## src/rtl/mem_arbiter.sv

```systemverilog
// mem_arbiter: shares a single-port unified memory between instruction fetch and the LSU.
// One transaction in flight; define MEM_ARB_RR_EN for round-robin tie-breaking (default: data-first).
module mem_arbiter #(
    parameter int MEM_BYTES = 8192,
    parameter int MEM_LAT   = 1
) (
    input  logic                            clk,
    input  logic                            rst,
    input  logic                            if_req,
    input  logic [63:0]                     if_addr,
    output logic                            if_gnt,
    output logic                            if_rvalid,
    output logic [31:0]                     if_rdata,
    output logic                            if_fault,
    input  logic                            d_req,
    input  logic                            d_we,
    input  logic [63:0]                     d_addr,
    input  logic [63:0]                     d_wdata,
    input  logic [7:0]                      d_wstrb,
    output logic                            d_gnt,
    output logic                            d_rvalid,
    output logic [63:0]                     d_rdata,
    output logic                            d_fault,
    output logic                            mem_en,
    output logic                            mem_we,
    output logic [$clog2(MEM_BYTES)-4:0]    mem_addr,
    output logic [63:0]                     mem_wdata,
    output logic [7:0]                      mem_wstrb,
    input  logic [63:0]                     mem_rdata,
    output logic                            busy
);
    localparam int         AW    = $clog2(MEM_BYTES);
    localparam logic [2:0] LAT_C = 3'(MEM_LAT);
    localparam logic [31:0] NOP  = 32'h0000_0013;

    typedef enum logic [1:0] {IDLE, WAIT, FLT} state_t;
    typedef enum logic [1:0] {OWN_NONE, OWN_IF, OWN_D} owner_t;

    state_t     state, state_nxt;
    owner_t     owner, owner_nxt;
    logic [2:0] cnt, cnt_nxt;
    logic       lane_hi_p1;
    logic       d_we_p1;
    logic       pick_d;
    logic       grant;
    logic       if_bad;
    logic       d_bad;
    logic       gnt_bad;
    logic       unused_addr_bits;

    // Byte lanes of a data access come from d_wstrb, so the low address bits carry no meaning.
    assign unused_addr_bits = ^d_addr[2:0];

    assign if_bad  = (|if_addr[63:AW]) | (|if_addr[1:0]);
    assign d_bad   = |d_addr[63:AW];
    assign busy    = (state != IDLE);

`ifdef MEM_ARB_RR_EN
    logic last_d;

    // A tie goes to whoever was not granted last; reset leaves data first in line.
    always_ff @(posedge clk or posedge rst) begin
        if (rst)
            last_d <= 1'b0;
        else if (grant)
            last_d <= d_gnt;
    end

    assign pick_d = d_req && !(if_req && last_d);
`else
    assign pick_d = d_req;
`endif

    always_comb begin
        if_gnt = 1'b0;
        d_gnt  = 1'b0;
        if (state == IDLE && !rst) begin
            d_gnt  = pick_d;
            if_gnt = if_req && !pick_d;
        end
    end

    assign grant   = if_gnt | d_gnt;
    assign gnt_bad = d_gnt ? d_bad : if_bad;

    // A faulting address never reaches the array; write payload is zero while the port is idle.
    always_comb begin
        mem_en    = 1'b0;
        mem_we    = 1'b0;
        mem_addr  = '0;
        mem_wdata = '0;
        mem_wstrb = '0;
        if (if_gnt && !if_bad) begin
            mem_en   = 1'b1;
            mem_addr = if_addr[AW-1:3];
        end else if (d_gnt && !d_bad) begin
            mem_en    = 1'b1;
            mem_we    = d_we;
            mem_addr  = d_addr[AW-1:3];
            mem_wdata = d_wdata;
            mem_wstrb = d_wstrb;
        end
    end

    always_ff @(posedge clk or posedge rst) begin
        if (rst) begin
            state <= IDLE;
            owner <= OWN_NONE;
            cnt   <= 3'd0;
        end else begin
            state <= state_nxt;
            owner <= owner_nxt;
            cnt   <= cnt_nxt;
        end
    end

    // Response shaping only needs the fetch half-word select and the write flag.
    always_ff @(posedge clk) begin
        if (if_gnt)
            lane_hi_p1 <= if_addr[2];
        if (d_gnt)
            d_we_p1 <= d_we;
    end

    always_comb begin
        state_nxt = state;
        owner_nxt = owner;
        cnt_nxt   = cnt;
        if_rvalid = 1'b0;
        if_rdata  = '0;
        if_fault  = 1'b0;
        d_rvalid  = 1'b0;
        d_rdata   = '0;
        d_fault   = 1'b0;
        case (state)
            IDLE: begin
                if (grant) begin
                    owner_nxt = d_gnt ? OWN_D : OWN_IF;
                    if (gnt_bad) begin
                        state_nxt = FLT;
                    end else begin
                        state_nxt = WAIT;
                        cnt_nxt   = 3'd1;
                    end
                end
            end
            WAIT: begin
                if (cnt == LAT_C) begin
                    if (owner == OWN_IF) begin
                        if_rvalid = 1'b1;
                        if_rdata  = lane_hi_p1 ? mem_rdata[63:32] : mem_rdata[31:0];
                    end else if (owner == OWN_D) begin
                        d_rvalid = 1'b1;
                        d_rdata  = d_we_p1 ? 64'd0 : mem_rdata;
                    end
                    state_nxt = IDLE;
                    owner_nxt = OWN_NONE;
                    cnt_nxt   = 3'd0;
                end else begin
                    cnt_nxt = cnt + 3'd1;
                end
            end
            FLT: begin
                if (owner == OWN_IF) begin
                    if_rvalid = 1'b1;
                    if_fault  = 1'b1;
                    if_rdata  = NOP;
                end else if (owner == OWN_D) begin
                    d_rvalid = 1'b1;
                    d_fault  = 1'b1;
                end
                state_nxt = IDLE;
                owner_nxt = OWN_NONE;
            end
            default: begin
                state_nxt = IDLE;
                owner_nxt = OWN_NONE;
                cnt_nxt   = 3'd0;
            end
        endcase
    end
endmodule

```

## config.mk

```make
export PLATFORM = sky130hd
export DESIGN_NAME = mem_arbiter
export DESIGN_NICKNAME = d
export VERILOG_FILES = /design/src/rtl/mem_arbiter.sv
export SDC_FILE = /design/constraint.sdc
export NUM_CORES = 1
export LEC_CHECK = 0
export ABC_AREA = 1
export CORE_AREA = 2 2 176 178
export DETAILED_ROUTE_END_ITERATION = 8
export DIE_AREA = 0 0 178 180
export DONT_BUFFER_PORTS = 1
export GPL_TIMING_DRIVEN = 0
export REMOVE_ABC_BUFFERS = 1
export SYNTH_ARGS = -nofsm -noshare
export SYNTH_HDL_FRONTEND = slang
export SYNTH_SLANG_ARGS = --single-unit
export TNS_END_PERCENT = 10
```

## constraint.sdc

```tcl
create_clock -name clk -period 2.4 [get_ports clk]
set_clock_uncertainty 0.15 [all_clocks]
set_input_delay 0.36 -clock clk [delete_from_list [all_inputs] [get_ports clk]]
set_output_delay 0.36 -clock clk [all_outputs]
set_load 0.02 [all_outputs]
```

==> flow_summary.ini, run 1 <==
[run_status]
status = finished, violations left
failed_checks = negative setup slack

[critical_path]
cp_common_cell = nor2_4
cpPeakStageDelay_ns = 0.40
cp-end-kind = output pin
worstSetupPathType = reg -> out
regToRegStartpoint = state[0]
reg2reg_slack_ns = 0.19
crit_buf_inv = 3
cp-endpoint = mem_wdata[48]
cp-start-kind = register
critPathArrivalTime_ns = 2.00
crit_chain = inv_2, ha_4, nand3_4, nor2_1, nand2_1, nor2_4, buf_12, nand2_8, buf_16, nor2_4
cp_max_fo = 7
cp_data_required_time_ns = 1.89
ff2ff_path_depth = 13
crit_family = simple AND/OR/NAND/NOR gates
r2r_end = cnt[2]
startpoint = state[0]
slowest_stage = dfrtp_1
cp_num_cells = 10

[synthesis]
avgSynthCellArea_um2 = 4.58
yosysTopAreaCellShare = 0.341
syn_inst = 586
ys_seq_area_frac = 0.0877
synth_seq_cells = 9
synth_cell_types = 23
yosys-top-cells-area = nor2_1, inv_1, nand2_1
yosysTopAreaCell = nor2_1
ys_warn_count = 0
syn_area_um2 = 2680

[global_route]
first_global_vias = 3595
busiest_layer = met2
antenna_found_initial = 3
met1_usage = 0.0992
grt_use_met3 = 0.0457
grt_pass1_wl_mm = 25.7
grt_overflow = 0
grtUsageMet2 = 0.242
grt_max_degree = 52
grt_usage = 0.117

[sta]
period_share = 1.05
fin_ws_ns = -0.112
hold_viol_final = 0
rsz0062_at_grt = true
whs_ns = 0.0687
period_needed_ns = 2.51
finalMaxSlewViolations = 0
relSlewSlack = 0.607
fmax_mhz = 398
finalSetupViolCount = 120
max_slew.worst_pin.slew_ns = 0.588

[worst_hold_path]
hold_path.class = in -> reg

[finish]
fillers = 3444
fin_util = 0.149
nets = 863
finalNonFillerCells = 986
drive_gt1_frac = 0.368
area_growth_pct = 67.8
n_antenna_cell = 0

[floorplan]
pin_count = 456
die_h_um = 180
dieWidth_um = 178
core-area_um2 = 30200
rows = 64
dieArea_um2 = 32000
start_util = 0.0889

[power]
power.density_nw_per_um2 = 263
leakage_uw = 0.00200
irDropWorstVdd_v = 0.000238

[cts]
clockBufferDepth = 2
worstSkewPairLatency_ns = 0.24
cts_max_level = 1
tritoncts = done
cts_root_buf = clkbuf_16
numCtsBuffers = 3
cts.sinks = 9
clk_transition_reported_paths_ns = 0.04

[route]
vias = 3715
drtIter0Drc = 110
ant_nets = 0
drc = 0
wl_mm = 20.0
post_drt_wl_per_cell_um = 20.3
dr.pass1.iters = 4
via_per_inst = 3.77

[place]
dpl.hpwl_mm = 16.9
io_buffers = 0
dp.cells = 960
place.gp.congestion = 0.910

[flow_run]
cap_violations = 0
==> report_power, final <==
group | total, µW | leakage [µW] | internal (µW) | switching (µW)
clock | 296 | 0.0000382 | 222 | 73.5
sequential | 221 | 0.000110 | 193 | 28.3
combinational | 666 | 0.00185 | 199 | 466
total | 1180 | 0.00200 | 614 | 568
==> area by class of cell <==
| class | count | area (µm²) | share of cell area |
|---|---|---|---|
| Timing Repair Buffer | 24 | 368 | 0.0817 |
| Multi-Input combinational cell | 388 | 2690 | 0.598 |
| Inverter | 165 | 633 | 0.141 |
| Tap cell | 396 | 495 | 0.110 |
| Clock buffer | 4 | 78.8 | 0.0175 |
| Sequential cell | 9 | 235 | 0.0523 |
==> cells in the final DEF (no fill, tap or decap), types with 3 or more instances in the layout <==
cell type	instances
buf_16	7
o21ai_0	5
a21oi_1	6
a21oi_2	3
nor2_1	115
buf_4	11
nor2_4	74
a211oi_2	21
nor2_2	56
inv_2	10
o21ai_1	5
clkbuf_16	3
inv_1	152
buf_12	3
a211oi_4	7
nand3_1	18
nand2_1	53
nand2_2	6
nand3_4	3
dfrtp_1	7
==> per-stage QoR <==
| step | power (µW) | area, µm² | setup TNS (ns) | setup WS, ns |
|---|---|---|---|---|
| floorplan | 562 | 2520 | -111.76 | -1.15 |
| global placement | 674 | 3020 | -270.05 | -2.78 |
| detailed placement | 703 | 3120 | -102.70 | -1.46 |
| CTS | 1130 | 4420 | -7.66 | -0.160 |
| global route | 1270 | 4500 | -20.50 | -0.215 |
| finish | 1180 | 4500 | -4.74 | -0.112 |
==> logic make-up (layout without fill, tap and decap cells) <==
group | count (synthesis) | after routing | synth area share
AO/OA/AOI/OAI | 49 | 49 | 0.118
XOR/XNOR | 1 | 1 | 0.00327
adder cells (fa/ha/maj) | 3 | 3 | 0.0140
buffers and inverters | 191 | 193 | 0.292
flip-flops | 9 | 9 | 0.0877
AND/OR/NAND/NOR | 333 | 335 | 0.486
==> worst min-delay path by stage <==
stage                             to  cells after the start       start
after global routing      lane_hi_p1                      0  if_addr[2]
after floorplan               cnt[0]                      1         rst
after global placement        cnt[2]                      1         rst
after CTS                 lane_hi_p1                      0  if_addr[2]
final                     lane_hi_p1                      0  if_addr[2]
after detailed placement    owner[1]                      1         rst
==> registers in the layout, summed over array words and instances (netlist names) <==
register and flops:
owner 2, state 2, lane_hi_p1 1, d_we_p1 1, cnt 3
==> Yosys cell counts <==
cell	count
nand3_1	20
buf_6	7
edfxtp_1	2
nor2_1	244
buf_2	10
inv_1	164
dfrtp_1	7
a21oi_1	9
nor3b_1	1
ha_1	3
nand4_1	2
or2_1	1
nor2_2	1
o21ai_1	7
clkbuf_1	9
xor2_1	1
and2_0	1
o21ai_0	5
nor3_2	1
a211oi_1	28
inv_2	1
nand2_1	61
nand3_2	1
==> worst register-to-register path, cell delays in order, from the launching register on <==
cell and delay, ns:
dfrtp_1 0.40, inv_2 0.09, ha_4 0.16, nand3_4 0.09
nor2_1 0.09, nand2_1 0.10, nor2_4 0.12, buf_12 0.15
nand2_8 0.13, buf_4 0.21, nand3_1 0.16, nand2_1 0.12
nand2_1 0.08, nand2_1 0.05
==> timing repair <==
item                                    in CTS  in global routing
hold endpoints to repair                     7                  0
pin swaps                                   10                 10
resized for setup                          264                 24
hold buffers                                 1                  0
endpoints found under the setup margin     184                169
cloned                                       7                  0
setup buffers                               12                  3
==> per-layer routing <==
| layer | share of wire | wire, µm |
|---|---|---|
| met1 | 0.32 | 6410 |
| met2 | 0.55 | 11000 |
| met3 | 0.11 | 2150 |
| met4 | 0.021 | 423 |
| met5 | 0.0015 | 31 |
Power figures use the tool's default switching activity.
==> run 2: changes to the inputs <==
- PLACE_DENSITY_LB_ADDON: unset -> 0.1
==> flow_summary.ini, run 2 (same netlist as run 1, synthesis figures left out) <==
[global_route]
grt_overflow = 0
first_global_vias = 3677
grt_max_degree = 31
grt_pass1_wl_mm = 23.8
antenna_found_initial = 0
grt_usage = 0.104

[critical_path]
reg2reg_slack_ns = 0.23
crit_buf_inv = 4
worstSetupPathType = reg -> out
cp_data_required_time_ns = 1.89
cp_max_fo = 5
cp_common_cell = nor2_4
crit_family = simple AND/OR/NAND/NOR gates
slowest_stage = dfrtp_1
critPathArrivalTime_ns = 2.02
cp-end-kind = output pin
cpPeakStageDelay_ns = 0.41
cp-start-kind = register
crit_chain = inv_2, ha_4, nand3_4, nor2_4, nand2_2, nor2_4, buf_6, buf_8, nand2_8, buf_16, nor2_4

[cts]
cts_root_buf = clkbuf_16
clockBufferDepth = 2
tritoncts = done
numCtsBuffers = 3
cts.sinks = 9
worstSkewPairLatency_ns = 0.25
cts_max_level = 1
clk_transition_reported_paths_ns = 0.05

[power]
power.density_nw_per_um2 = 248
leakage_uw = 0.00211
fin_total_pwr_uw = 1280
irDropWorstVdd_v = 0.000145

[finish]
area_growth_pct = 92.3
drive_gt1_frac = 0.396
final_common_cell = inv_1
largest_register_ffs = 3
nets = 879
fillers = 3418
layout_common_cells = inv_1, nor2_4, nor2_1
final_area_um2 = 5160
top_register = cnt
n_antenna_cell = 0
reg_top3 = cnt (3), owner (2), state (2)

[sta]
period_share = 1.05
hold_viol_final = 0
finalSetupViolCount = 112
period_needed_ns = 2.53
fin_setup_tns_ns = -5.17
relSlewSlack = 0.700
fmax_mhz = 395
finalMaxSlewViolations = 0
rsz0062_at_grt = true
max_slew.worst_pin.slew_ns = 0.450
whs_ns = 0.0549
fin_ws_ns = -0.132

[route]
wl_mm = 18.1
post_drt_wl_per_cell_um = 18.0
dr.pass1.iters = 4
via_per_inst = 3.67
ant_nets = 0
drtIter0Drc = 45
vias = 3680
drc = 0

[floorplan]
dieWidth_um = 178
dieArea_um2 = 32000
start_util = 0.0889
rows = 64
die_h_um = 180
core-area_um2 = 30200
pin_count = 456

[flow_run]
cap_violations = 0

[run_status]
failed_checks = negative setup slack
status = finished, violations left

[place]
place.gp.congestion = 0.732
io_buffers = 0
dpl.hpwl_mm = 14.3
dpl-instance-area_um2 = 3120
preCtsSetupSlack_ns = -1.56

[worst_hold_path]
hold_path.class = in -> reg
==> run 2: final cells by class <==
type | count | area (µm²) | area share
inverters | 165 | 652 | 0.126
flip-flops and latches | 9 | 235 | 0.0456
clock inverters | 1 | 5.00 | 0.000970
clock buffers | 3 | 75.1 | 0.0146
repair buffers | 36 | 552 | 0.107
multi-input cells | 392 | 3140 | 0.609
well taps | 396 | 495 | 0.0961
==> run 2: repair_timing <==
action | in CTS | in global routing
endpoints found under the setup margin | 187 | 186
hold endpoints to repair | 7 | 0
buffers inserted | 15 | 10
hold buffers | 1 | 0
gates cloned | 11 | 2
resized for setup | 343 | 19
pin swaps | 19 | 21
==> run 2: report_power, final <==
group          leakage (µW)  internal [µW]  total [µW]  switching [µW]
Sequential         0.000110            192         224            31.3
Clock             0.0000409            222         319            97.5
Combinational       0.00196            211         736             524
Total               0.00211            626        1280             653
==> run 2: worst paths after layout <==
path,from,to,cells after the start
max,state[1],mem_wstrb[6],11
min,if_addr[2],lane_hi_p1,0
max reg2reg,state[1],cnt[1],13
min reg2reg,cnt[0],cnt[0],2
max in group asynchronous,rst,cnt[0],2
min in group asynchronous,rst,cnt[2],2
==> run 2: metrics by stage <==
| step | std cells | util |
|---|---|---|
| after floorplan | 560 | - |
| after global placement | 956 | 0.0999 |
| after detailed placement | 960 | 0.103 |
| after CTS | 991 | 0.164 |
| after global routing | 1002 | 0.171 |
| final | 1002 | 0.171 |
==> run 2: routing by layer <==
layer  GRT usage  routed length [µm]  vias to the layer above  share of wire
met3      0.0290                1530                       11          0.085
met4      0.0239                 261                        0          0.014
met5           0                   0                        -              0
met1      0.0857                5570                     1684           0.31
li1            -                   -                     1706              -
met2       0.229               10700                      279           0.59
